==> config.mk <==
export PLATFORM = sky130hd
export DESIGN_NAME = pipe_reg
export DESIGN_NICKNAME = d
export VERILOG_FILES = /design/src/rtl/pipe_reg_pkg.sv /design/src/rtl/pipe_reg_stage.sv /design/src/rtl/pipe_reg.sv
export SDC_FILE = /design/constraint.sdc
export NUM_CORES = 1
export LEC_CHECK = 0
export ABC_CLOCK_PERIOD_IN_PS = 1750
export BUFFER_PORTS_ARGS = -buffer_cell sky130_fd_sc_hd__buf_4
export CAP_MARGIN = 20
export CORE_MARGIN = 2
export CORE_UTILIZATION = 35
export CTS_CLUSTER_DIAMETER = 50
export DETAILED_ROUTE_END_ITERATION = 8
export PLACE_DENSITY = 0.61
export SYNTH_ARGS = -nofsm -noshare
export SYNTH_HDL_FRONTEND = slang
export SYNTH_SLANG_ARGS = --single-unit
==> constraint.sdc <==
create_clock -name clk -period 1.75 [get_ports clk]
set_input_delay 0.35 -clock clk [delete_from_list [all_inputs] [get_ports clk]]
set_output_delay 0.35 -clock clk [all_outputs]
set_load 0.05 [all_outputs]
==> src/rtl/pipe_reg_pkg.sv <==
`default_nettype none
// +-----------------------------------------------------------------+
// | pipe_reg_pkg : shared defaults and count-width helper            |
// | Rev 1.0                                                          |
// +-----------------------------------------------------------------+
package pipe_reg_pkg;

   localparam int DEFAULT_WIDTH = 8;
   localparam int DEFAULT_DEPTH = 2;

   function automatic int count_width(input int depth);
      return $clog2(depth + 1);
   endfunction

endpackage
`default_nettype wire

==> src/rtl/pipe_reg_stage.sv <==
`default_nettype none
// +-----------------------------------------------------------------+
// | pipe_reg_stage : one valid+data register slot with ready logic   |
// | Rev 1.0                                                          |
// +-----------------------------------------------------------------+
module pipe_reg_stage #(
   parameter int              WIDTH   = 8,
   parameter logic [WIDTH-1:0] RST_VAL = '0
) (
   input  logic             clk,
   input  logic             rst,
   input  logic             clr,
   input  logic             prev_valid,
   input  logic [WIDTH-1:0] prev_data,
   input  logic             next_ready,
   output logic             ready,
   output logic             valid,
   output logic [WIDTH-1:0] data
);

   assign ready = !valid || next_ready;

   always_ff @(posedge clk or negedge rst) begin
      if (!rst) begin
         valid <= 1'b0;
         data  <= RST_VAL;
      end else if (clr) begin
         valid <= 1'b0;
      end else if (ready) begin
         valid <= prev_valid;
         // Data only moves with a valid word, so idle stages do not toggle.
         if (prev_valid) begin
            data <= prev_data;
         end
      end
   end

endmodule
`default_nettype wire

==> src/rtl/pipe_reg.sv <==
`default_nettype none
// +-----------------------------------------------------------------+
// | pipe_reg : DEPTH-stage valid/ready register pipeline             |
// | Optional flush port enabled by macro PIPE_REG_FLUSH_EN           |
// | Rev 1.0                                                          |
// +-----------------------------------------------------------------+
module pipe_reg
   import pipe_reg_pkg::*;
#(
   parameter int               WIDTH   = DEFAULT_WIDTH,
   parameter int               DEPTH   = DEFAULT_DEPTH,
   parameter logic [WIDTH-1:0] RST_VAL = '0
) (
   input  logic                          clk,
   input  logic                          rst,
`ifdef PIPE_REG_FLUSH_EN
   input  logic                          flush,
`endif
   input  logic                          in_valid,
   output logic                          in_ready,
   input  logic [WIDTH-1:0]              in_data,
   output logic                          out_valid,
   input  logic                          out_ready,
   output logic [WIDTH-1:0]              out_data,
   output logic [count_width(DEPTH)-1:0] count
);

   localparam int CW = count_width(DEPTH);

   if (DEPTH < 1 || DEPTH > 16 || WIDTH < 1 || WIDTH > 1024) begin : g_param_err
      $error("pipe_reg: DEPTH must be 1..16 and WIDTH 1..1024");
   end

   logic             w_clr;
   logic [DEPTH-1:0] w_valid_bits;

`ifdef PIPE_REG_FLUSH_EN
   assign w_clr = flush;
`else
   assign w_clr = 1'b0;
`endif

   for (genvar i = 0; i < DEPTH; i++) begin : g_stage
      logic             w_rdy;
      logic             w_vld;
      logic [WIDTH-1:0] w_dat;
      logic             w_prev_vld;
      logic [WIDTH-1:0] w_prev_dat;
      logic             w_next_rdy;

      if (i == 0) begin : g_first
         assign w_prev_vld = in_valid;
         assign w_prev_dat = in_data;
      end else begin : g_mid
         assign w_prev_vld = g_stage[i-1].w_vld;
         assign w_prev_dat = g_stage[i-1].w_dat;
      end

      if (i == DEPTH - 1) begin : g_last
         assign w_next_rdy = out_ready;
      end else begin : g_inner
         assign w_next_rdy = g_stage[i+1].w_rdy;
      end

      assign w_valid_bits[i] = w_vld;

      pipe_reg_stage #(
         .WIDTH   (WIDTH),
         .RST_VAL (RST_VAL)
      ) u_stage (
         .clk        (clk),
         .rst        (rst),
         .clr        (w_clr),
         .prev_valid (w_prev_vld),
         .prev_data  (w_prev_dat),
         .next_ready (w_next_rdy),
         .ready      (w_rdy),
         .valid      (w_vld),
         .data       (w_dat)
      );
   end

   // Gating with rst keeps in_ready low for the whole reset assertion.
   assign in_ready  = g_stage[0].w_rdy && rst && !w_clr;
   assign out_valid = g_stage[DEPTH-1].w_vld && !w_clr;
   assign out_data  = g_stage[DEPTH-1].w_dat;

   always_comb begin
      count = '0;
      for (int i = 0; i < DEPTH; i++) begin
         count = count + CW'(w_valid_bits[i]);
      end
   end

endmodule
`default_nettype wire
==> results by group, run 1 <==
GRT
  • GRT Util Overall: 9.827%
  • First-pass GRT wire length: 1759 µm
  • Vias in the first global route: 395
  • Grt total ovfl: 0
  • Largest net degree at the start of global routing: 19
  • Antenna violations before repair: 0

STA
  • Max-slew violation total from the final report: 0
  • Hold Vio Cnt, Final: 0
  • Fin Setup TNS: 0 ns
  • Unrepaired setup endpoints after global routing: false
  • Period utilization: 89.22%
  • Setup violations, final: 0
  • Clk_skew: 0.002234 ns
  • F_max: 640.5 MHz
  • Max_slew headroom: 84.93%
  • Worst-Margin Slew: 0.2261 ns
  • Fin crit period: 1.561 ns

Worst setup path
  • Cell breakdown of the critical path: ha_1, buf_4
  • Startpoint Class: register
  • Endpoint type of the worst setup path: output port
  • Critical Path AT: 1.21 ns
  • Worst reg2reg path depth: 3
  • Largest fanout on the critical path: 4
  • Crit path kind: reg2out
  • CP peak stage delay: 0.43 ns
  • Worst Path Required: 1.40 ns
  • Slowest-stage cell, CP: dfrtp_1

Logic synthesis
  • Syn Nets: 55
  • Avg Cell Area, Syn: 16.65 µm²
  • Count of state elements after synthesis: 18
  • Post-Syn Instances: 42
  • Synth Cell Area: 699.4 µm²
  • Synth top area cells: dfrtp_1, mux2_2, or2b_1, ha_1, nand2_4
  • Most numerous cell in the Yosys netlist: dfrtp_1
  • Share of flip-flops with an asynchronous set or reset: 100.0%
  • Commonest cells post-synth: dfrtp_1, mux2_2, or2b_1
  • Ys Warns: 0
  • Top-area cell type share of the netlist area: 64.40%
  • Post-synth EDFFs: 0
  • Largest area contributor in the netlist: dfrtp_1
  • Ys flop type: dfrtp_1
  • Sequential area share after synthesis: 64.40%
  • Netlist cell types: 9

Finish
  • Layout net count: 84
  • N_diodes: 0
  • Non-filler cells, final: 97
  • Area of the multi-input gates: 249.0 µm²
  • Share of layout cells above drive strength 1: 67.14%
  • Fillers: 190
  • Layout area overhead: 35.78%
  • Reg area: 450.4 µm²

Place
  • Routability Congestion: 0.6088
  • DP Cell Count: 93
  • Input/output buffers: 23
  • Post-DP HPWL: 820.9 µm

Floorplanning
  • Initial Util: 36.39%
  • Die X: 48.70 µm
  • Die Ht: 48.70 µm
  • DIE AREA: 0.002372 mm²
  • Area of the core: 0.001922 mm²
  • I/O Pins: 24
  • Cell row count: 16

Power
  • Pwr per Cell Area: 1292 mW/mm²
  • VDD IR max: 0.8772 mV
  • Leak: 0.4452 nW

Clock tree
  • Clock slew at reported path FFs: 0.10 ns
  • Clk_lat worst skew: 0.28 ns
  • Maximum root-to-sink buffer count: 2
  • Post-CTS setup buffer count: 0
  • CTS Hold Bufs: 0
  • Sink Count: 18
  • Post-CTS sizing: 0
  • Num CTS Buffers: 3
  • Root Driver: clkbuf_4
  • CTS tree: done
  • H-tree depth: 1

Detailed routing
  • DR WL/cell: 11.76 µm
  • DRT Pass-1 Iters: 2
  • Routed vias/inst: 4.443
  • Antenna-violating nets left: 0
  • DR DRC count: 0
  • Vias: 431
  • Drt initial violations: 1
  • WL final: 1141 µm

Run
  • Maxcap violations: 0

Outcome
  • Outcome: complete, no violations

Min path
  • Hold Crit Class: in2async
==> cells in the final DEF, fill, tap and decap left out, drive strengths merged <==
cell type,n
and2,1
buf,24
clkbuf,4
dfrtp,18
ha,1
mux2,16
nand2,2
nand2b,1
nand3b,1
or2b,2
==> routing by layer <==
layer | vias to the layer above | routed length, µm | GRT usage [%]
met5 | - | 0 | 0
met4 | 0 | 0 | 2.857
met3 | 0 | 101 | 3.395
met2 | 16 | 518 | 15.30
met1 | 213 | 522 | 13.01
li1 | 202 | - | -
==> cells by family (layout without fill, tap and decap cells) <==
group	count (synthesis)	after routing	synth area share [%]
fa+ha+maj	1	1	1.789
buf+inv	0	28	0
flops	18	18	64.40
mux	16	16	25.76
simple gates	7	7	8.051
==> sequential cells by signal, indices dropped and copies added, names as in the netlist <==
name                   cells
g_stage.u_stage.data      16
g_stage.u_stage.valid      2
==> report_power, final <==
part | total [mW] | internal (mW) | switching [mW] | leakage (nW)
clock | 0.247 | 0.126 | 0.121 | 0.0210
sequential | 0.534 | 0.495 | 0.0395 | 0.208
combinational | 0.445 | 0.164 | 0.281 | 0.216
total | 1.23 | 0.786 | 0.441 | 0.445
==> worst max-delay path, delay by kind of cell (launching register included) <==
| family | cells | cell delay (ns) |
|---|---|---|
| flip-flops | 1 | 0.43 |
| adder cells (fa/ha/maj) | 1 | 0.31 |
| buffers and inverters | 1 | 0.19 |
==> area by class of cell <==
cell class | instances | share of cell area, %
Tap cell | 27 | 3.557
Sequential cell | 18 | 47.43
Clock buffer | 4 | 3.821
Multi-Input combinational cell | 24 | 26.22
Timing Repair Buffer | 24 | 18.97
==> final timing paths <==
path / start / to / slack (ns)
max: g_stage[1].u_stage.valid / count[0] / 0.19
min: rst / g_stage[1].u_stage.data[7] / 0.01
max reg2reg: g_stage[1].u_stage.valid / g_stage[1].u_stage.data[0] / 0.56
min reg2reg: g_stage[0].u_stage.data[1] / g_stage[1].u_stage.data[1] / 0.51
max in group asynchronous: rst / g_stage[0].u_stage.data[3] / 1.55
min in group clk: in_valid / g_stage[0].u_stage.valid / 0.28
==> metrics by stage <==
step	cell area [µm²]	hold slack [ns]	utilization [%]	setup WS, ns	total power, mW
6_report	949.7	0.01058	49.41	0.1887	1.227
5_1_grt	949.7	0.02454	49.41	0.1455	1.281
3_5_place_dp	913.4	0.3302	47.53	0.3510	0.9947
4_1_cts	949.7	0.01409	49.41	0.1788	1.242
3_3_place_gp	913.4	0.3286	47.53	0.3452	0.9878
2_1_floorplan	699.4	0.05441	-	0.1772	0.8500
(Power assumes the default switching activity.)
==> inputs of run 2 (changes only) <==
--- a/config.mk
+++ b/config.mk
@@ -9,10 +9,10 @@
 export BUFFER_PORTS_ARGS = -buffer_cell sky130_fd_sc_hd__buf_4
 export CAP_MARGIN = 20
 export CORE_MARGIN = 2
-export CORE_UTILIZATION = 35
+export CORE_UTILIZATION = 50
 export CTS_CLUSTER_DIAMETER = 50
 export DETAILED_ROUTE_END_ITERATION = 8
-export PLACE_DENSITY = 0.61
+export PLACE_DENSITY = 0.82
 export SYNTH_ARGS = -nofsm -noshare
 export SYNTH_HDL_FRONTEND = slang
 export SYNTH_SLANG_ARGS = --single-unit
==> run 2 against run 1 <==
  * Power increased by 0.84%
  * Register-to-register slack is essentially flat
  * Sequential share of layout area grew 0.25 points
  * Flip-flop and latch count unchanged
  * Hold slack better by 0.27 ns
  * Clock-buffer cell count unchanged
  * Critical path depth rose by 2
  * Maximum frequency fell by 6.9%
  * Via count grew 2.6%
  * Worst setup slack lost 0.12 ns
  * Largest cell class unchanged
  * Largest power group unchanged
==> results by group, run 2 (synthesis gave the netlist of run 1 again) <==
Detailed routing
  • Drt initial violations: 6 (+5)
  • Routed vias/inst: 5.140 (+16%)
  • DRT Pass-1 Iters: 4 (+2)
  • DR WL/cell: 13.91 µm (+18%)
  • Vias: 442 (+2.6%)
  • Antenna-violating nets left: 0 (unchanged)
  • WL final: 1196 µm (+4.8%)
  • DR DRC count: 0 (unchanged)

Finish
  • Non-filler cells, final: 86 (-11%)
  • Fillers: 99 (-48%)
  • Most common cell after layout, fill and taps aside: buf_4
  • N_diodes: 0 (unchanged)
  • Biggest regs: g_stage.u_stage.data (16), g_stage.u_stage.valid (2)
  • Area of the multi-input gates: 249.0 µm² (unchanged)
  • Share of layout cells above drive strength 1: 66.20% (-0.95 points)
  • Reg area: 450.4 µm² (unchanged)
  • Layout area overhead: 35.06%
  • Max reg flops: 16 (unchanged)
  • Layout net count: 85 (+1.2%)
  • Most frequent cells in the layout: buf_4, dfrtp_1, mux2_2, clkbuf_4, or2b_1
  • Largest register by flop count: g_stage.u_stage.data

Clock tree
  • Sink Count: 18 (unchanged)
  • Num CTS Buffers: 3 (unchanged)
  • Root Driver: clkbuf_4
  • CTS Hold Bufs: 1 (+1)
  • CTS tree: done
  • Post-CTS setup buffer count: 0 (unchanged)
  • Maximum root-to-sink buffer count: 2 (unchanged)
  • Post-CTS sizing: 0 (unchanged)
  • Clk_lat worst skew: 0.29 ns (about the same)
  • Clock slew at reported path FFs: 0.10 ns (about the same)
  • H-tree depth: 1 (unchanged)

STA
  • Final worst setup slack: 0.07335 ns (-0.1153 ns)
  • Fin crit period: 1.677 ns (+0.1153 ns)
  • Hold slack: 0.2817 ns (+0.2711 ns)
  • Clk_skew: 0.001874 ns (-0.0003601 ns)
  • Max-slew violation total from the final report: 0 (unchanged)
  • Unrepaired setup endpoints after global routing: false
  • Fin Setup TNS: 0 ns (unchanged)
  • Setup violations, final: 0 (unchanged)
  • Max_slew headroom: 84.79% (-0.14 points)
  • Hold Vio Cnt, Final: 0 (unchanged)
  • F_max: 596.4 MHz (-6.9%)
  • Period utilization: 95.81% (+6.6 points)
  • Worst-Margin Slew: 0.2281 ns (+0.002099 ns)

Floorplanning
  • Die Ht: 41.40 µm (-15%)
  • Die X: 41.40 µm (-15%)
  • I/O Pins: 24 (unchanged)
  • Cell row count: 13 (-3)
  • Area of the core: 0.001301 mm² (-32%)
  • Initial Util: 53.75% (+17 points)
  • DIE AREA: 0.001714 mm² (-28%)

GRT
  • Largest net degree at the start of global routing: 19 (unchanged)
  • Antenna violations before repair: 0 (unchanged)
  • Grt total ovfl: 0 (unchanged)
  • First-pass GRT wire length: 2097 µm (+19%)
  • GRT Util Overall: 16.71% (+6.9 points)
  • Vias in the first global route: 479 (+21%)

Worst setup path
  • Largest fanout on the critical path: 2 (-2)
  • Endpoint type of the worst setup path: output port
  • Most frequent CP cell: buf_4
  • Crit path kind: in2out
  • Critical Path AT: 1.33 ns (+0.12 ns)
  • CP peak stage delay: 0.53 ns (+0.10 ns)
  • Slowest-stage cell, CP: dlygate4sd3_1
  • Crit Reg-Reg Startpoint: g_stage[1].u_stage.valid
  • Worst Path Required: 1.40 ns (about the same)
  • Cell breakdown of the critical path: dlygate4sd3_1, buf_4, and2_1, buf_4
  • Crit path from: rst
  • Startpoint Class: primary input

Run
  • Maxcap violations: 0 (unchanged)

Power
  • VDD IR max: 0.8059 mV (-8.1%)
  • Pwr per Cell Area: 1310 mW/mm² (+1.4%)
  • Leak: 0.4494 nW (+0.94%)

Place
  • Pre-CTS setup slack: 0.3309 ns (-0.02008 ns)
  • DP Cell Count: 81 (-13%)
  • Input/output buffers: 23 (unchanged)
  • Routability Congestion: 0.7119 (+17%)

Min path
  • Hold path start: in_valid
  • Hold Crit Class: in2reg

Outcome
  • Outcome: complete, no violations
==> run 2: layout make-up <==
type,instances,area share [%]
clock buffers,4,3.841
multi-input cells,24,26.36
flip-flops and latches,18,47.68
well taps,15,1.987
repair buffers,25,20.13
==> run 2: path summary, 6_finish.rpt <==
kind | depth (start not counted) | endpoint | slack [ns]
worst max-delay path | 4 | in_ready | 0.07
worst min register to register | 1 | g_stage[0].u_stage.data[0] | 0.51
worst min-delay path | 2 | g_stage[0].u_stage.valid | 0.28
max in group asynchronous | 3 | g_stage[0].u_stage.data[5] | 1.01
min in group asynchronous | 3 | g_stage[1].u_stage.data[3] | 0.55
worst max register to register | 3 | g_stage[1].u_stage.data[2] | 0.55
==> run 2: per-stage QoR <==
step	total power, mW	instance area (µm²)	util [%]
final	1.237	944.7	72.60
after global placement	0.9859	898.4	69.04
after floorplan	0.8500	699.4	-
after CTS	1.253	944.7	72.60
after detailed placement	0.9990	898.4	69.04
after global routing	1.299	944.7	72.60
==> run 2: report_power, final <==
group	internal (mW)	total (mW)	switching (mW)
clock network	0.127	0.249	0.123
registers	0.495	0.537	0.0417
logic	0.166	0.451	0.285
==> run 2: layer usage <==
layer | global-route usage, % | share of wire, % | vias to the layer above | routed length [µm]
li1 | - | - | 206 | -
met1 | 17.84 | 37 | 222 | 444
met3 | 4.783 | 5.3 | 0 | 63
met5 | 0 | 0 | - | 0
met4 | 7.742 | 0 | 0 | 0
met2 | 30.00 | 58 | 14 | 688
==> run 2: critical path, delay by kind of cell <==
family	cells	cell delay, ns
AND/OR/NAND/NOR	1	0.12
buffers and inverters	3	0.85
==> inputs of run 3 (changes only) <==
--- a/config.mk
+++ b/config.mk
@@ -8,11 +8,11 @@
 export ABC_CLOCK_PERIOD_IN_PS = 1750
 export BUFFER_PORTS_ARGS = -buffer_cell sky130_fd_sc_hd__buf_4
 export CAP_MARGIN = 20
-export CORE_MARGIN = 2
-export CORE_UTILIZATION = 50
+export CORE_MARGIN = 4
+export CORE_UTILIZATION = 35
 export CTS_CLUSTER_DIAMETER = 50
 export DETAILED_ROUTE_END_ITERATION = 8
-export PLACE_DENSITY = 0.82
+export PLACE_DENSITY = 0.61
 export SYNTH_ARGS = -nofsm -noshare
 export SYNTH_HDL_FRONTEND = slang
 export SYNTH_SLANG_ARGS = --single-unit
==> run 3 against run 2 <==
  * Sequential share of layout area is 0.58 points higher
  * Register-to-register slack hardly changed
  * Flip-flop and latch count stayed put
  * Utilization is 21 points lower
  * First-iteration DRC count is 67% lower
  * Final cell count is 9.3% higher
  * Power is 5.1% lower
  * Sequential power hardly changed
  * Die area is 62% higher
  * Maximum frequency is 7.5% higher
  * Global-route usage is 6.4 points lower
  * Highest routed layer unchanged
==> results by group, run 3 (synthesis gave the netlist of run 1 again) <==
Outcome
  • Outcome: complete, no violations

STA
  • Hold slack: 0.004786 ns (-0.2769 ns)
  • Worst-Margin Slew: 0.2190 ns (-0.009171 ns)
  • Setup violations, final: 0 (unchanged)
  • Fin crit period: 1.560 ns (-0.1167 ns)
  • Max-slew violation total from the final report: 0 (unchanged)
  • Max_slew headroom: 85.40% (+0.61 points)
  • Hold Vio Cnt, Final: 0 (unchanged)
  • Period utilization: 89.14% (-6.7 points)
  • F_max: 641.1 MHz (+7.5%)
  • Unrepaired setup endpoints after global routing: false
  • Clk_skew: 0.003963 ns (+0.002088 ns)
  • Fin Setup TNS: 0 ns (unchanged)
  • Final worst setup slack: 0.1901 ns (+0.1167 ns)

Worst setup path
  • Startpoint Class: register
  • Stages on the worst setup path: 3 (-1)
  • Slowest-stage cell, CP: dfrtp_1
  • Critical Path AT: 1.21 ns (-0.12 ns)
  • Crit path from: g_stage[0].u_stage.valid
  • FF-to-FF End: g_stage[1].u_stage.data[7]
  • Largest delay share family, worst path: flip-flops
  • Largest fanout on the critical path: 4 (+2)
  • Worst reg2reg path depth: 3 (unchanged)
  • Endpoint type of the worst setup path: output port
  • Crit path kind: reg2out
  • Crit Reg-Reg Startpoint: g_stage[1].u_stage.valid
  • CP Buf/Inv Count: 1 (-2)
  • CP peak stage delay: 0.43 ns (-0.10 ns)
  • FF-to-FF setup slack: 0.56 ns (about the same)
  • Setup crit end: in_ready
  • Worst Path Required: 1.40 ns (about the same)
  • Cell breakdown of the critical path: nand3b_2, and2_1, buf_4

GRT
  • Met1 Track Usage GR: 12.27% (-5.6 points)
  • Met2 global-route usage: 16.32% (-14 points)
  • Largest net degree at the start of global routing: 19 (unchanged)
  • Antenna violations before repair: 0 (unchanged)
  • First-pass GRT wire length: 2028 µm (-3.3%)
  • Vias in the first global route: 460 (-4.0%)
  • Grt total ovfl: 0 (unchanged)
  • GRT Util Overall: 10.26% (-6.4 points)
  • Grt met3 use: 5.983% (+1.2 points)
  • GR peak layer: met2

Clock tree
  • Root Driver: clkbuf_4
  • Post-CTS sizing: 0 (unchanged)
  • Num CTS Buffers: 3 (unchanged)
  • CTS Hold Bufs: 0 (-1)
  • CTS tree: done
  • Maximum root-to-sink buffer count: 2 (unchanged)
  • H-tree depth: 1 (unchanged)
  • Sink Count: 18 (unchanged)
  • Post-CTS setup buffer count: 0 (unchanged)
  • Clk_lat worst skew: 0.28 ns (about the same)
  • Clock slew at reported path FFs: 0.09 ns (about the same)

Power
  • Pwr per Cell Area: 1258 mW/mm² (-3.9%)
  • VDD IR max: 0.8157 mV (+1.2%)
  • Leak: 0.4380 nW (-2.5%)

Detailed routing
  • WL final: 1178 µm (-1.5%)
  • Vias: 410 (-7.2%)
  • DR DRC count: 0 (unchanged)
  • DRT Pass-1 Iters: 3 (-1)
  • DR WL/cell: 12.53 µm (-9.9%)
  • Routed vias/inst: 4.362 (-15%)
  • Drt initial violations: 2 (-4)
  • Antenna-violating nets left: 0 (unchanged)

Finish
  • N_diodes: 0 (unchanged)
  • Fillers: 188 (+90%)
  • Layout net count: 84 (-1.2%)
  • Reg area: 450.4 µm² (unchanged)
  • Most common cell after layout, fill and taps aside: buf_4
  • Share of layout cells above drive strength 1: 66.67% (+0.47 points)
  • Layout area overhead: 33.45%
  • Biggest regs: g_stage.u_stage.data (16), g_stage.u_stage.valid (2)
  • Most frequent cells in the layout: buf_4, dfrtp_1, mux2_2, clkbuf_4, or2b_1
  • Non-filler cells, final: 94 (+9.3%)
  • Area of the multi-input gates: 249.0 µm² (unchanged)
  • Max reg flops: 16 (unchanged)
  • Largest register by flop count: g_stage.u_stage.data

Place
  • Input/output buffers: 23 (unchanged)
  • DP Cell Count: 91 (+12%)
  • Post-DP HPWL: 922 µm
  • Routability Congestion: 0.6471 (-9.1%)
  • Pre-CTS setup slack: 0.3446 ns (+0.01366 ns)

Min path
  • Hold Crit Class: in2async

Floorplanning
  • Die Ht: 52.70 µm (+27%)
  • Die X: 52.70 µm (+27%)
  • Initial Util: 38.82% (-15 points)
  • DIE AREA: 0.002777 mm² (+62%)
  • Area of the core: 0.001802 mm² (+38%)
  • Cell row count: 15 (+2)
  • I/O Pins: 24 (unchanged)

Run
  • Maxcap violations: 0 (unchanged)
-- run 3: cell types whose count changed in the layout (fill, tap and decap cells not counted) --
cell,previous run,this run
dlygate4sd3_1,1,0
clkbuf_8,1,0
-- run 3: worst min path at each step --
stage | cells after the start | slack, ns | end
finish | 2 | 0.005 | g_stage[0].u_stage.data[2]
global route | 2 | 0.006 | g_stage[0].u_stage.valid
floorplan | 0 | 0.05 | g_stage[0].u_stage.data[0]
global placement | 2 | 0.33 | g_stage[0].u_stage.valid
detailed placement | 2 | 0.33 | g_stage[0].u_stage.valid
CTS | 2 | 0.007 | g_stage[0].u_stage.data[2]
-- run 3: power by group --
part	total, mW	switching (mW)	internal (mW)
Combinational	0.446	0.281	0.164
Clock	0.192	0.112	0.0799
Sequential	0.536	0.0410	0.495
-- run 3: through the flow --
step | total power [mW] | area (µm²) | util (%)
global placement | 0.9921 | 910.9 | 50.56
CTS | 1.197 | 933.4 | 51.81
detailed placement | 0.9991 | 910.9 | 50.56
finish | 1.174 | 933.4 | 51.81
global route | 1.246 | 933.4 | 51.81
floorplan | 0.8500 | 699.4 | -
-- run 3: cell type report --
type	instances	share of cell area [%]
multi-input cells	24	26.68
well taps	25	3.351
repair buffers	24	19.30
flip-flops and latches	18	48.26
clock buffers	3	2.413
-- run 3: layer usage --
layer  share of wire (%)  vias up  wire (µm)
met5                   0        -          0
met3                  11        0        126
met1                  43      194        503
met2                  47       18        548
met4                   0        0          0
li1                    -      198          -
-- run 3: worst register-to-register path: cells and delay by family, from the launching register on --
kind	cells	cell delay, ns
DFF	1	0.42
muxes	1	0.36
and+or+nand+nor	2	0.29
